===== src/rtl/wb_stage.sv =====
// wb_stage: write-back pipeline stage.
//
// Holds one retired-instruction slot captured from MEM. It performs load
// extraction and result selection, drives the register-file write port, and
// exposes the same result as a forwarding source for EX. It also counts
// retired instructions.
//
// Ports:
//   clk, rst           clock, synchronous active-high reset
//   stall, flush       freeze the slot / replace the incoming instruction with a bubble
//   mem_*              instruction fields presented by the MEM stage
//   RFWr, A3, WD       register-file write port (RFWr pulses once per instruction)
//   fwd_valid/rd/data  forwarding source, valid for the whole WB residency
//   instret            retired-instruction counter (wraps)
module wb_stage (
  input  logic        clk,
  input  logic        rst,
  input  logic        stall,
  input  logic        flush,
  input  logic        mem_valid,
  input  logic        mem_regwrite,
  input  logic [4:0]  mem_rd,
  input  logic [1:0]  mem_wdsel,
  input  logic [2:0]  mem_ldtype,
  input  logic [31:0] mem_alu,
  input  logic [31:0] mem_dmout,
  input  logic [31:0] mem_pc4,
  output logic        RFWr,
  output logic [4:0]  A3,
  output logic [31:0] WD,
  output logic        fwd_valid,
  output logic [4:0]  fwd_rd,
  output logic [31:0] fwd_data,
  output logic [31:0] instret
);

  logic        valid_q, valid_d;
  logic        fired_q, fired_d;
  logic        regwrite_q, regwrite_d;
  logic [4:0]  rd_q, rd_d;
  logic [1:0]  wdsel_q, wdsel_d;
  logic [2:0]  ldtype_q, ldtype_d;
  logic [31:0] alu_q, alu_d;
  logic [31:0] dmout_q, dmout_d;
  logic [31:0] pc4_q, pc4_d;
  logic [31:0] instret_q, instret_d;

  // Next-state: flush beats stall; a flushed slot keeps its stale fields but is invalid.
  always_comb begin
    valid_d    = valid_q;
    fired_d    = fired_q;
    regwrite_d = regwrite_q;
    rd_d       = rd_q;
    wdsel_d    = wdsel_q;
    ldtype_d   = ldtype_q;
    alu_d      = alu_q;
    dmout_d    = dmout_q;
    pc4_d      = pc4_q;
    instret_d  = instret_q;

    // Retirement is counted once, on the edge that ends the first WB cycle.
    if (valid_q && !fired_q) begin
      instret_d = instret_q + 32'd1;
    end

    if (flush) begin
      valid_d = 1'b0;
      fired_d = 1'b0;
    end else if (stall) begin
      // Once the instruction has had its write cycle, further stall cycles must not rewrite.
      fired_d = fired_q | valid_q;
    end else begin
      valid_d    = mem_valid;
      fired_d    = 1'b0;
      regwrite_d = mem_regwrite;
      rd_d       = mem_rd;
      wdsel_d    = mem_wdsel;
      ldtype_d   = mem_ldtype;
      alu_d      = mem_alu;
      dmout_d    = mem_dmout;
      pc4_d      = mem_pc4;
    end
  end

  always_ff @(posedge clk) begin
    if (rst) begin
      valid_q    <= 1'b0;
      fired_q    <= 1'b0;
      regwrite_q <= 1'b0;
      rd_q       <= 5'd0;
      wdsel_q    <= 2'd0;
      ldtype_q   <= 3'd0;
      alu_q      <= 32'd0;
      dmout_q    <= 32'd0;
      pc4_q      <= 32'd0;
      instret_q  <= 32'd0;
    end else begin
      valid_q    <= valid_d;
      fired_q    <= fired_d;
      regwrite_q <= regwrite_d;
      rd_q       <= rd_d;
      wdsel_q    <= wdsel_d;
      ldtype_q   <= ldtype_d;
      alu_q      <= alu_d;
      dmout_q    <= dmout_d;
      pc4_q      <= pc4_d;
      instret_q  <= instret_d;
    end
  end

  // Little-endian load extraction; misaligned offsets simply drop the low address bits.
  logic [7:0]  ld_byte;
  logic [15:0] ld_half;
  logic [31:0] ld_val;

  always_comb begin
    unique case (alu_q[1:0])
      2'd0: ld_byte = dmout_q[7:0];
      2'd1: ld_byte = dmout_q[15:8];
      2'd2: ld_byte = dmout_q[23:16];
      2'd3: ld_byte = dmout_q[31:24];
    endcase
    ld_half = alu_q[1] ? dmout_q[31:16] : dmout_q[15:0];
    case (ldtype_q)
      3'd1:    ld_val = {{16{ld_half[15]}}, ld_half};
      3'd2:    ld_val = {16'd0, ld_half};
      3'd3:    ld_val = {{24{ld_byte[7]}}, ld_byte};
      3'd4:    ld_val = {24'd0, ld_byte};
      default: ld_val = dmout_q;
    endcase
  end

  logic [31:0] wd_val;
  logic        writes_reg;

  always_comb begin
    case (wdsel_q)
      2'd1:    wd_val = ld_val;
      2'd2:    wd_val = pc4_q;
      default: wd_val = alu_q;
    endcase
    writes_reg = valid_q & regwrite_q & (rd_q != 5'd0);
  end

  assign RFWr      = writes_reg & ~fired_q;
  assign A3        = rd_q;
  assign WD        = wd_val;
  assign fwd_valid = writes_reg;
  assign fwd_rd    = rd_q;
  assign fwd_data  = wd_val;
  assign instret   = instret_q;

endmodule


===== config.mk =====
export PLATFORM = sky130hd
export DESIGN_NAME = wb_stage
export DESIGN_NICKNAME = d
export VERILOG_FILES = /design/src/rtl/wb_stage.sv
export SDC_FILE = /design/constraint.sdc
export NUM_CORES = 1
export LEC_CHECK = 0
export CAP_MARGIN = 10
export CORE_MARGIN = 2
export CORE_UTILIZATION = 50
export CTS_CLUSTER_SIZE = 12
export DETAILED_ROUTE_END_ITERATION = 10
export DONT_BUFFER_PORTS = 1
export GPL_ROUTABILITY_DRIVEN = 0
export GPL_TIMING_DRIVEN = 0
export PLACE_DENSITY = 0.73
export RECOVER_POWER = 25
export SYNTH_ARGS = -nofsm -noshare
export SYNTH_HDL_FRONTEND = slang
export SYNTH_SLANG_ARGS = --single-unit
export TNS_END_PERCENT = 5

===== constraint.sdc =====
create_clock -name clk -period 6.95 [get_ports clk]
set_input_delay 1.0425 -clock clk [delete_from_list [all_inputs] [get_ports clk]]
set_output_delay 1.0425 -clock clk [all_outputs]
set_load 0.05 [all_outputs]

==> results by group, run 1 <==
Drt
  – Max Used Layer: met4
  – Routed wire length: roughly 22,000 um
  – First-iteration detailed-routing DRC count: roughly 540
  – DRT met1 WL: around 9000 um
  – DR WL met3: roughly 2500 um
  – DRC viols: 0
  – Total number of vias: roughly 6,600
  – WL/cell: about 19 um
  – Met2 WL: about 9600 um
  – Antenna-violating nets left: 0
  – Via/cell ratio: 5.758
  – Drt pass-1 iters: 5

Clocking
  – CTS tree: yes
  – CTS HTree Levels: 4
  – CTS sink count: 141
  – Longest Clk Path Bufs: 2
  – CTS Buf Count: 17
  – Hold Buf Count CTS: 0
  – Reg clk slew, reported paths: around 60 ps
  – Post-CTS sizing: 0
  – Worst-Skew Late Latency: approximately 420 ps
  – Post-CTS setup buffer count: 0
  – CTS Root Cell: clkbuf_16

Global routing
  – Largest net degree at the start of global routing: 17
  – Number of global-route vias before repair: between 5,000 and 6,000
  – Initial antenna violation count: 0
  – Global-route wire length before repair: 32,220 um
  – Gr ovfl total: 0
  – GRT Util Overall: 28.26%

Floorplanning
  – Horiz. Die Dim: about 120 um
  – Die ar.: 0.01513 mm^2
  – Io pins: 220
  – Core area: 0.01388 mm^2
  – Placement row count: 43
  – Die height: approximately 120 um
  – Initial core utilization: about half

Yosys
  – Post-synthesis async set-or-reset flop share: 0%
  – Synth warn: 0
  – EDFF count, synth: 0
  – Gate Count Post-Synth: 921
  – Cell variety after synth: 51
  – Net Count, Synth: a little over 1,000
  – Mean Syn Cell Area: a little under 8 um^2
  – Register area share after synthesis: between 30% and 40%
  – Synthesized area: about 0.007 mm^2
  – Ys flop type: dfxtp_1
  – Synth Register Bits: between 100 and 150

Power
  – Leak pwr: roughly 2.8 nW
  – Pwr Density: between 200 and 300 mW/mm^2
  – VDD IR max: about 0.17 mV

Placed design
  – I/O Buffers: 0
  – Dpl cell area: around 0.0073 mm^2
  – Post-DP HPWL: roughly 16,000 um

Critical path
  – CP Capture Type: primary output
  – Worst EP arrival: 3480 ps
  – Crit path required time: around 6000 ps
  – Worst setup SP type: flip-flop
  – Critical path class: flip-flop to primary output
  – Critical path peak fanout: 10

Timing
  – Setup Skew: roughly 6.3 ps
  – Final Setup Violations: 0
  – Tmin final: approximately 4500 ps
  – Setup TNS: 0 ps
  – Fin. max-slew vios: 0
  – RSZ-0062 raised after global routing: no
  – Final hold vios: 0
  – Maximum clock frequency: 0.2212 GHz
  – Actual slew at the worst max-slew pin: 1306 ps
  – Period Utilization, post-route: between 60 and 70%
  – Max-slew headroom: between 10% and 20%

Layout
  – Final #Nets: about 1,100
  – Multi-input logic area: between 0.003 and 0.004 mm^2
  – Layout cells sized above 1: about an eighth
  – Register Area: 0.002823 mm^2
  – Fillers: approximately 1,300
  – Ant. Diodes: 0
  – Design area: between 0.007 and 0.008 mm^2
  – Area Growth Syn to Fin: 12.65%

Min path
  – Min-delay worst type: flip-flop to flip-flop

Outcome
  – Outcome: complete, no violations

Flow run
  – Max cap viols: 0
==> final timing paths <==
kind	start	end	slack, ps	cells after the start
setup / recovery	ldtype_q[1]$_SDFFE_PP0P_	fwd_data[3]	2430	6
hold / removal	alu_q[23]$_SDFFE_PP0P_	alu_q[23]$_SDFFE_PP0P_	450	2
setup reg to reg	instret[11]$_SDFFE_PP0P_	instret[24]$_SDFFE_PP0P_	4480	6
hold reg to reg	alu_q[23]$_SDFFE_PP0P_	alu_q[23]$_SDFFE_PP0P_	450	2
==> kinds of logic (layout without fill, tap and decap cells) <==
kind of cell | after synthesis | after routing | share of synthesized area (%)
and+or+nand+nor | 371 | 371 | 23.41
AOI/OAI and AO/OA | 248 | 248 | 20.17
DFF | 141 | 141 | 39.85
buffers and inverters | 115 | 154 | 9.627
muxes | 31 | 31 | 4.929
xor gates and xnor gates | 12 | 12 | 1.484
adders and majority gates | 3 | 3 | 0.5300
==> layer usage <==
layer,track usage [%],vias to the layer above
li1,-,3207
met1,37.06,2991
met2,42.78,322
met3,10.70,44
met4,9.588,0
met5,0,-
==> through the flow <==
| step | util (%) | worst slack (ps) | hold slack [ps] | power [mW] | instances |
|---|---|---|---|---|---|
| finish | 57.48 | 2429 | 451.0 | 2.150 | 1140 |
| global route | 57.48 | 2351 | 469.7 | 2.223 | 1140 |
| CTS | 57.24 | 2440 | 451.5 | 2.153 | 1134 |
| detailed placement | 52.78 | 2919 | 443.5 | 1.200 | 1102 |
| global placement | 52.65 | 2499 | 440.0 | 1.195 | 1101 |
| floorplan | - | 2971 | 432.9 | 1.141 | 921 |
==> synth_stat cells (8+ instances only) <==
cell	count	area (um^2)
nor2_1	29	108.9
nand3_1	11	55.05
o221ai_1	8	70.07
clkbuf_1	50	187.7
nand4_1	11	68.82
o31ai_1	28	210.2
o21ai_0	14	70.07
nor3_1	9	45.04
nor2b_1	13	81.33
buf_4	37	277.8
a21oi_1	171	855.8
dfxtp_1	141	2823
mux2i_1	9	90.09
a221oi_1	8	70.07
mux2_2	21	236.5
or3_1	10	62.56
nand2_1	248	930.9
clkbuf_8	9	123.9
or4_1	10	75.07
==> critical path, stage by stage (launching register included) <==
cell and delay, ps:
dfxtp_1 410, buf_2 260, xnor2_1 140, nor3b_1 630, a221oi_1 190, a31oi_1 1060
buf_4 360
==> where the power goes <==
part / switching (mW) / total [mW] / internal (mW)
logic: 0.233 / 0.320 / 0.0872
clock network: 0.362 / 0.962 / 0.601
registers: 0.0305 / 0.868 / 0.838
==> state kept, by name, indices dropped and copies added (netlist names) <==
name        cells
A3              5
alu_q          32
dmout_q        32
fired_q         1
instret        32
ldtype_q        3
pc4_q          32
regwrite_q      1
valid_q         1
wdsel_q         2
==> cells in the final DEF (no fill, tap or decap), types with 6 or more instances in the layout <==
master       n
o21ai_0     14
a21oi_1    171
nor3_1       8
clkbuf_8     9
nor2_1      29
a31oi_1      6
inv_1        7
clkbuf_1    55
a221oi_1     8
and2_1       7
nor2b_1     13
o221ai_1     8
mux2_2      21
nand2_1    248
clkbuf_16   17
nand4_1     11
nand3_1     11
dfxtp_1    141
o31ai_1     28
buf_4       41
xor2_1       7
or4_1       10
mux2i_1      9
or3_1       10
==> final cells by class <==
class,count,area share [%]
inverters,7,0.3293
flip-flops and latches,141,35.38
plain buffers,108,8.217
clock inverters,14,2.384
clock buffers,18,5.379
multi-input cells,665,44.97
well taps,180,2.823
repair buffers,7,0.5175
No activity file was read; power rests on OpenSTA's default activity.
==> run 2: changes to the inputs <==
clock period = 4.24 ns   (was 6.95 ns; I/O delays follow)
==> results of run 2 <==
Same layout as run 1 (identical final DEF). Status: complete, no violations.
Main changes from that run: setup slack after placement 2919 ps -> 615.7 ps; setup slack after layout 2429 ps -> 125.1 ps; hold slack 451.0 ps -> 281.8 ps; register-to-register setup slack 4480 ps -> 1770 ps; end point of the worst hold path alu_q[23]$_SDFFE_PP0P_ -> valid_q$_SDFFE_PP0N_; total power 2.150 mW -> 3.525 mW; worst IR drop on VDD 0.1655 mV -> 0.2712 mV
